===== src/rtl/tail_light_sequencer.sv =====
// Tail-light sequencer: left/right turn sweep and hazard flash across two 3-lamp banks.
// Optional brake overlay is enabled by defining BRAKE_EN.
module tail_light_sequencer #(
    parameter int unsigned TICK_DIV = 12_500_000
) (
    input  logic clk,
    input  logic reset,
    input  logic left,
    input  logic right,
    input  logic hazard,
`ifdef BRAKE_EN
    input  logic brake,
`endif
    output logic LA,
    output logic LB,
    output logic LC,
    output logic RA,
    output logic RB,
    output logic RC,
    output logic active
);

    localparam int unsigned CW = $clog2(TICK_DIV);
    localparam logic [CW-1:0] LAST = CW'(TICK_DIV - 1);

    typedef enum logic [3:0] {
        IDLE, L1, L2, L3, LOFF, R1, R2, R3, ROFF, HON, HOFF
    } state_t;

    state_t         state;
    state_t         state_nxt;
    state_t         start_nxt;
    logic [CW-1:0]  count;
    logic           tick;
    logic           haz_req;
    logic [5:0]     lamp_q;
    logic           active_q;

    // Lamp pattern {LA,LB,LC,RA,RB,RC} for each state.
    function automatic logic [5:0] lamps_of(input state_t s);
        logic [5:0] v;
        v = 6'b000000;
        case (s)
            L1:      v = 6'b100000;
            L2:      v = 6'b110000;
            L3:      v = 6'b111000;
            R1:      v = 6'b000100;
            R2:      v = 6'b000110;
            R3:      v = 6'b000111;
            HON:     v = 6'b111111;
            default: v = 6'b000000;
        endcase
        return v;
    endfunction

    assign tick    = (count == LAST);
    assign haz_req = hazard | (left & right);

    // Sequence to start from IDLE or at the end of an OFF step.
    always_comb begin
        start_nxt = IDLE;
        if (haz_req)    start_nxt = HON;
        else if (left)  start_nxt = L1;
        else if (right) start_nxt = R1;
    end

    always_comb begin
        state_nxt = state;
        case (state)
            IDLE:    state_nxt = start_nxt;
            L1:      if (tick) state_nxt = haz_req ? HON : L2;
            L2:      if (tick) state_nxt = haz_req ? HON : L3;
            L3:      if (tick) state_nxt = haz_req ? HON : LOFF;
            R1:      if (tick) state_nxt = haz_req ? HON : R2;
            R2:      if (tick) state_nxt = haz_req ? HON : R3;
            R3:      if (tick) state_nxt = haz_req ? HON : ROFF;
            HON:     if (tick) state_nxt = HOFF;
            LOFF,
            ROFF,
            HOFF:    if (tick) state_nxt = start_nxt;
            default: state_nxt = IDLE;
        endcase
    end

    // Lamp register is loaded with the decode of the incoming state, so it tracks the state register exactly.
    always_ff @(posedge clk or posedge reset) begin
        if (reset) begin
            state    <= IDLE;
            count    <= '0;
            lamp_q   <= '0;
            active_q <= 1'b0;
        end else begin
            state    <= state_nxt;
            lamp_q   <= lamps_of(state_nxt);
            active_q <= (state_nxt != IDLE);
            if (state == IDLE || tick) count <= '0;
            else                       count <= count + CW'(1);
        end
    end

`ifdef BRAKE_EN
    logic brake_l;
    logic brake_r;
    logic in_left;
    logic in_right;

    assign in_left  = (state == L1) || (state == L2) || (state == L3) || (state == LOFF);
    assign in_right = (state == R1) || (state == R2) || (state == R3) || (state == ROFF);

    // Brake lights the bank not used by the current sweep; both banks when idle; reset keeps all dark.
    assign brake_l = brake & ~reset & ((state == IDLE) | in_right);
    assign brake_r = brake & ~reset & ((state == IDLE) | in_left);

    assign LA = lamp_q[5] | brake_l;
    assign LB = lamp_q[4] | brake_l;
    assign LC = lamp_q[3] | brake_l;
    assign RA = lamp_q[2] | brake_r;
    assign RB = lamp_q[1] | brake_r;
    assign RC = lamp_q[0] | brake_r;
`else
    assign LA = lamp_q[5];
    assign LB = lamp_q[4];
    assign LC = lamp_q[3];
    assign RA = lamp_q[2];
    assign RB = lamp_q[1];
    assign RC = lamp_q[0];
`endif

    assign active = active_q;

endmodule


===== config.mk =====
export PLATFORM = sky130hd
export DESIGN_NAME = tail_light_sequencer
export DESIGN_NICKNAME = d
export VERILOG_FILES = /design/src/rtl/tail_light_sequencer.sv
export SDC_FILE = /design/constraint.sdc
export NUM_CORES = 1
export LEC_CHECK = 0
export BUFFER_PORTS_ARGS = -buffer_cell sky130_fd_sc_hd__buf_4
export CAP_MARGIN = 15
export CORE_MARGIN = 5
export CORE_UTILIZATION = 53
export DETAILED_ROUTE_END_ITERATION = 6
export PLACE_DENSITY = 0.77
export SLEW_MARGIN = 10
export SYNTH_ARGS = -nofsm -noshare
export SYNTH_HDL_FRONTEND = slang
export SYNTH_SLANG_ARGS = --single-unit

===== constraint.sdc =====
create_clock -name clk -period 2.6 [get_ports clk]
set_input_delay 0.26 -clock clk [delete_from_list [all_inputs] [get_ports clk]]
set_output_delay 0.26 -clock clk [all_outputs]
set_load 0.01 [all_outputs]

==> Word level (Yosys, flattened, before mapping) <==
Index checks and enable logic that the tools add are counted.
{ "word_totals": {"reg_bits": 35, "inputBits": 5, "output_inout_bits": 7, "elab_cells": 49} }
{ "classes": {"addsub": 1, "eq_ne": 18, "n_mux": 20, "bitwise_logic": 2, "reduce_logical": 4} }
{ "op_table": {"columns": ["op", "count"], "rows": [
  ["$mux W4", 14],
  ["$pmux W6 S7", 1],
  ["$pmux W4 S9", 1],
  ["$eq A4 B3 Y1 const B", 7],
  ["$add A24 B1 Y24 const B", 1],
  ["$eq A24 B24 Y1 const B", 1],
  ["$mux W24", 1],
  ["$eq A4 B2 Y1 const B", 4],
  ["$eq A4 B4 Y1 const B", 4],
  ["$eq A4 B1 Y1 const B", 2],
  ["$mux W3", 2],
  ["$logic_not A4 Y1", 1],
  ["$reduce_bool A4 Y1", 1],
  ["$reduce_or A3 Y1", 1],
  ["$and A1 B1 Y1", 1],
  ["$logic_or A1 B1 Y1", 1],
  ["$mux W1", 1],
  ["$or A1 B1 Y1", 1]
]} }

==> Depth between registers and ports, before layout <==
Gate-level depths: netlist of the first run.
{ "logic_depth": {"word_depth": 7, "ltp_mapped": 9, "mapped_depth_nobuf": 9} }

==> Least setup slack after synthesis of the first run <==
OpenSTA, ideal clock, no wires.
{ "synth_timing": {"path_type": "register to register", "from": "reg count[7]", "to": "reg lamp_q[0]", "setup_time_ns": 0.073, "t_arrival_ns": 2.486, "required_time_ns": 2.527, "slack_ns": 0.041, "stages_incl_launch_ff": 8, "n_path_buf": 0, "synth_period_minus_slack_ns": 2.559, "cell_sequence": "dfrtp_1 -> or4_4 -> or4_4 -> or2_4 -> o32a_4 -> o21ai_4 -> nand2_2 -> a21oi_2"} }
{ "synth_via": {"elab_chain_cells": 5, "word_cells_on_any_way": 18, "cone_classes": "8 x eq/ne; 10 x mux"} }
{ "synth_lines": {"columns": ["item", "line_no", "rtl"], "rows": [
  ["from (decl)", "33", "logic [CW-1:0] count;"],
  ["from (signal assigned)", "97", "else count <= count + CW'(1);"],
  ["$eq A24 B24 Y1 *", "56", "assign tick = (count == LAST);"],
  ["$mux W4 (tied with other cells)", "80", "HOFF: if (tick) state_nxt = start_nxt;"],
  ["$pmux W4 S9 *", "69", "case (state)"],
  ["net state_nxt[2]", "31", "state_t state_nxt;"],
  ["$eq A4 B4 Y1 (tied with other cells)", "43", "case (s)"],
  ["$pmux W6 S7 *", "43", null],
  ["to (signal assigned)", "94", "lamp_q <= lamps_of(state_nxt);"],
  ["to (decl)", "36", "logic [5:0] lamp_q;"]
]} }
Mark *: on every way through the listed nets, which the timed path passes. The rest lies on a longest branch.

==> Worst setup path after layout of the first run <==
{ "layout_timing": {"from": "reg count[7]", "to": "reg lamp_q[3]"} }
Same word-level chain as after synthesis.

==> results.cfg, run 1 <==
[timing]
period_minus_slack_ns = 2.62
slew_headroom_pct = 71.1
hold_viol = 0
setup_viol_count_final = 2
setup_slack_ns = -0.0241
worst_slew_pin_slew_ns = 0.434
slew_viol_final = 0
skew_ns = 0.0142
min_period_over_period_pct = 101
max_freq_mhz = 381
rsz0062_at_grt = yes

[critical_path]
crit_required_ns = 2.83
critPathArrivalTime_ns = 2.86
end_kind = flip-flop
r2r_slack_ns = -0.02
cp-start-kind = flip-flop
r2r-start = count[7]
crit_end = lamp_q[3]
crit_type = reg -> reg
reg2reg_to = lamp_q[3]
reg2reg_depth = 7
crit_start = count[7]
crit_fanout = 7

[clocking]
cts_buffer_depth = 2
cts_buffers = 5
clkSlewWorstSetupHoldPaths_ns = 0.11
cts_sinks = 35
htreeDepth = 2
cts.hold.buffers_added = 0
clk_root_buffer_cell = clkbuf_4
cts_tree = yes
clock_latency_ns = 0.34

[place]
post-place-ws_ns = -0.0373
portBuffers = 11
place_congestion = 0.987
post_dp_cell_area_mm2 = 0.00201
place_hpwl_um = 2560
dp_cells = 258

[global_route]
grt_overflow_total = 0
grt_pass1_wl_um = 6630
grtUsageTotal_pct = 19.0
grt_max_degree = 36
grt_pass1_vias = 1555
antenna_found_initial = 0

[logic_synthesis]
yosysSeqAreaShare_pct = 48.3
netlist_area_mm2 = 0.00181
ys_async_sr_fraction_pct = 100
synthCells = 196
synth_nets = 202
syn_avg_cell_area_um2 = 9.25
synth-seq-cells = 35
synth_top_cell_by_area = dfrtp_1
synth_warnings = 0
ys_types = 40
synth_edf_count = 0
synthFlopType = dfrtp_1
synth_top_area_share_pct = 48.3
synth.area.top_cells = dfrtp_1, nor2_1, xor2_1

[drt]
drc = 0
via_per_inst = 5.64
wire_per_inst_um = 13.9
first_pass_iters = 4
num_vias = 1535
ant_nets = 0
wirelength_um = 3790
drt_iter0_drc = 128

[final_layout]
diodes = 0
area_growth_pct = 19.7
fin_cells = 272
finalNetCount = 232
nFillCells = 275
stdcell_area_mm2 = 0.00217
layout-drive-gt1-share_pct = 23.5

[die]
std_cell_rows = 21
dieWidth_um = 68.5
ioPinCount = 12
initial_core_util_pct = 54.3
core_area_mm2 = 0.00334
die_h_um = 68.5
die_area_mm2 = 0.00469

[power_and_ir_drop]
power_frac_clock_pct = 21.0
pwr-share-seq_pct = 45.6
power.net_switching_w = 0.000598
swShare_pct = 34.2
p_leak_nw = 0.949
combPwrFrac_pct = 33.4
peakVddDrop_v = 0.000631
p_int_w = 0.00115
pwr_density_cell_mw_per_mm2 = 805

[run_status]
violations = setup timing
run_status = finished, violations left

[run]
maxCapViolations = 0

[worst_hold_path]
hold_path.class = in -> async
per-layer routing:
| layer | global-route usage, % | share of wire [%] | vias to the layer above |
|---|---|---|---|
| met5 | 0 | 0 | - |
| met4 | 7.44 | 2.0 | 0 |
| met3 | 4.93 | 4.5 | 10 |
| met2 | 31.1 | 52 | 43 |
| met1 | 23.7 | 41 | 745 |
| li1 | - | - | 737 |
cell families after synthesis:
logic type,count (synthesis),synth area share [%]
adder cells (fa/ha/maj),1,0.690
flip-flops,35,48.3
AND/OR/NAND/NOR,98,26.7
AO/OA/AOI/OAI,30,12.4
XOR/XNOR,19,9.18
buffers and inverters,13,2.76
cell type report:
| cell class | count | area, µm² | area share (%) |
|---|---|---|---|
| timing repair buffer | 28 | 210 | 9.69 |
| sequential | 35 | 876 | 40.4 |
| clock inverter | 1 | 30.0 | 1.38 |
| multi-input combinational | 148 | 925 | 42.6 |
| clock buffer | 6 | 41.3 | 1.90 |
| tap | 46 | 57.6 | 2.65 |
| inverter | 8 | 30.0 | 1.38 |
placed cells by master, fill, tap and decap left out, types with 2 or more instances in the layout:
cell      synthesis  routed
nor2_1           36      35
dfrtp_1          35      35
buf_4             0      28
nand2_1          18      18
nand3_1          10      10
xor2_1           10      10
xnor2_1           9       9
inv_1             8       7
a21oi_1           9       7
nand4_1           6       6
o21ai_0           5       5
or3_1             5       5
clkbuf_4          0       5
nor3_1            5       4
a21oi_2           1       3
or4_4             2       2
nor4_1            2       2
a41oi_1           2       2
nor2b_1           2       2
nand2b_1          3       2
a211oi_2          0       2
per-stage QoR:
stage                     power (W)  utilization [%]  hold slack [ns]  TNS [ns]
after detailed placement    0.00132             60.3            0.381   -0.0373
after floorplan             0.00112                -            0.414         0
after CTS                   0.00171             63.1          0.00314  -0.00365
final                       0.00175             65.0          0.00260   -0.0390
after global routing        0.00187             65.0           0.0241    -0.611
after global placement      0.00129             60.3            0.375         0
worst min-delay path by stage:
| stage | startpoint | endpoint | slack (ns) | cells after the start |
|---|---|---|---|---|
| finish | reset | count[2] | 0.003 | 3 |
| global route | reset | count[7] | 0.02 | 3 |
| CTS | reset | count[2] | 0.003 | 3 |
| detailed placement | reset | count[2] | 0.38 | 3 |
| global placement | reset | count[2] | 0.37 | 3 |
| floorplan | reset | active | 0.41 | 1 |
power by group through the flow:
stage                     registers, W  logic (W)  clock network (W)
after floorplan               0.000768   0.000349                  0
after global placement        0.000790   0.000495                  0
after detailed placement      0.000799   0.000523                  0
after CTS                     0.000793   0.000535           0.000378
after global routing          0.000814   0.000653           0.000404
final                         0.000797   0.000583           0.000367
sequential cells by signal (all words and copies together), names as in the netlist:
signal,cells
count,24
active,1
state,4
lamp_q,6
critical path, cell delays in order (launching register included):
cell      delay (ns)
dfrtp_1         0.40
or4_4           0.55
or4_4           0.53
or2_4           0.27
o32a_4          0.37
o21ai_4         0.22
buf_4           0.16
a211oi_2        0.03
cells in the mapped netlist (2+ instances only):
master	instances
or4_4	2
nand4_1	6
nor3_1	5
xnor2_1	9
a21oi_1	9
a41oi_1	2
o31ai_1	2
inv_1	8
nor4_1	2
nand2b_1	3
nor2_1	36
a211oi_1	3
or3_1	5
o21ai_0	5
nand2_1	18
nor2b_1	2
dfrtp_1	35
xor2_1	10
clkbuf_1	4
nand3_1	10
timing repair:
item | in CTS | in global routing
resized for setup | 0 | 8
endpoints found under the setup margin | 4 | 8
pin swaps | 5 | 5
buffers inserted | 3 | 4
(Power assumes the default switching activity.)
==> run 2: changes to the inputs <==
Settings changed: SKIP_CTS_REPAIR_TIMING set to 1.
==> results.cfg, run 2 (synthesis results as in run 1) <==
[power_and_ir_drop]
p_leak_nw = 0.927
peakVddDrop_v = 0.000636
pwr-share-seq_pct = 46.8
combPwrFrac_pct = 31.5
power.net_switching_w = 0.000582
pwr_density_cell_mw_per_mm2 = 801
swShare_pct = 34.2
power_frac_clock_pct = 21.6
p_int_w = 0.00112

[clocking]
clkSlewWorstSetupHoldPaths_ns = 0.10
cts_sinks = 35
htreeDepth = 2
cts_buffer_depth = 2
clk_root_buffer_cell = clkbuf_4
clock_latency_ns = 0.34
cts_tree = yes
cts_buffers = 5

[timing]
min_period_over_period_pct = 101
tns_ns = -0.0494
max_freq_mhz = 380
slew_headroom_pct = 70.9
hold_viol = 0
rsz0062_at_grt = yes
setup_viol_count_final = 2
setup_slack_ns = -0.0313
skew_ns = 0.0131
worst_slew_pin_slew_ns = 0.437
slew_viol_final = 0
period_minus_slack_ns = 2.63

[critical_path]
crit_type = reg -> reg
path_common_cell = or4_4
slowest_stage = or4_4
slowest_delay_ns = 0.55
path_depth = 7
critPathArrivalTime_ns = 2.91
r2r-start = count[16]
r2r_slack_ns = -0.03
reg2reg_to = lamp_q[0]
reg2reg_depth = 7
end_kind = flip-flop
cp-start-kind = flip-flop
worstPathCellList = or4_4 > or4_4 > or2_4 > o32a_4 > o21ai_4 > nand2_2 > a21oi_2
crit_required_ns = 2.87
cp_num_buf_inv = 0
crit_family = simple AND/OR/NAND/NOR gates
crit_fanout = 7

[drt]
wirelength_um = 3700
via_per_inst = 5.57
ant_nets = 0
num_vias = 1499
drc = 0
drt_iter0_drc = 132
wire_per_inst_um = 13.8
first_pass_iters = 4

[place]
portBuffers = 11
post_dp_cell_area_mm2 = 0.00201
place_hpwl_um = 2560
place_congestion = 0.987

[run]
maxCapViolations = 0

[worst_hold_path]
hold_path.class = in -> async

[final_layout]
diodes = 0
seq_area_um2 = 876
largest_reg_flops = 24
finalNetCount = 229
final_cell_mix = nor2_1, dfrtp_1, buf_4, nand2_1
area_growth_pct = 17.2
multi_input_area_um2 = 898
reg.largest.list = count x24, lamp_q x6, state x4
largest_register = count
stdcell_area_mm2 = 0.00212
layout-drive-gt1-share_pct = 20.2
nFillCells = 288

[global_route]
antenna_found_initial = 0
grtUsageTotal_pct = 18.6
grt_max_degree = 36
grt_pass1_wl_um = 6500
grt_pass1_vias = 1510
grt_overflow_total = 0

[die]
die_area_mm2 = 0.00469
die_h_um = 68.5
dieWidth_um = 68.5
initial_core_util_pct = 54.3
core_area_mm2 = 0.00334
ioPinCount = 12
std_cell_rows = 21

[run_status]
violations = setup timing
run_status = finished, violations left
==> run 2: cell count changes in the layout (fill, tap and decap cells not counted) <==
cell	delta
a211oi_1	+2
nand2b_4	-1
nor3_2	-1
a211oi_2	-2
buf_4	-4
a21oi_1	+1
buf_6	+1
a21oi_2	-1
nor3_1	+1
nand2b_1	+1
==> run 2: cell type report <==
type                            instances  area share, %
Multi-Input combinational cell        148           42.3
Tap cell                               46           2.71
Inverter                                8           1.41
Clock buffer                            6           1.94
Sequential cell                        35           41.2
Timing Repair Buffer                   25           9.01
Clock inverter                          1           1.41
==> run 2: power groups by stage <==
stage               clock, W  sequential, W  combinational, W
finish              0.000368       0.000797          0.000536
floorplan                  0       0.000768          0.000349
detailed placement         0       0.000799          0.000523
global route        0.000405       0.000813          0.000609
CTS                 0.000378       0.000793          0.000526
global placement           0       0.000790          0.000495
==> run 2: routing by layer <==
layer  wire length [µm]  track usage, %  up-vias
li1                   -               -      735
met1               1600            23.5      729
met2               1900            30.3       26
met3                129            4.93        9
met4                 73            7.20        0
met5                  0               0        -
==> run 2: how the worst max path moves through the flow <==
stage	startpoint	endpoint	slack [ns]
global route	count[16]	lamp_q[0]	-0.15
floorplan	count[7]	lamp_q[0]	0.04
detailed placement	count[7]	lamp_q[0]	-0.04
CTS	count[7]	lamp_q[0]	-0.06
global placement	count[7]	lamp_q[0]	0.02
finish	count[16]	lamp_q[0]	-0.03
==> run 2: through the flow <==
stage	utilization [%]	std cells	total power, W	setup slack [ns]	hold WS [ns]
2_1_floorplan	-	196	0.00112	0.0415	0.414
3_3_place_gp	60.3	258	0.00129	0.0232	0.375
5_1_grt	63.7	269	0.00183	-0.149	0.0259
3_5_place_dp	60.3	258	0.00132	-0.0373	0.381
4_1_cts	62.5	265	0.00170	-0.0643	0.00314
6_report	63.7	269	0.00170	-0.0313	0.00526
==> run 2: tightest hold or removal path: stages <==
cell and delay [ns]:
buf_4 0.10, inv_1 0.04, buf_4 0.38
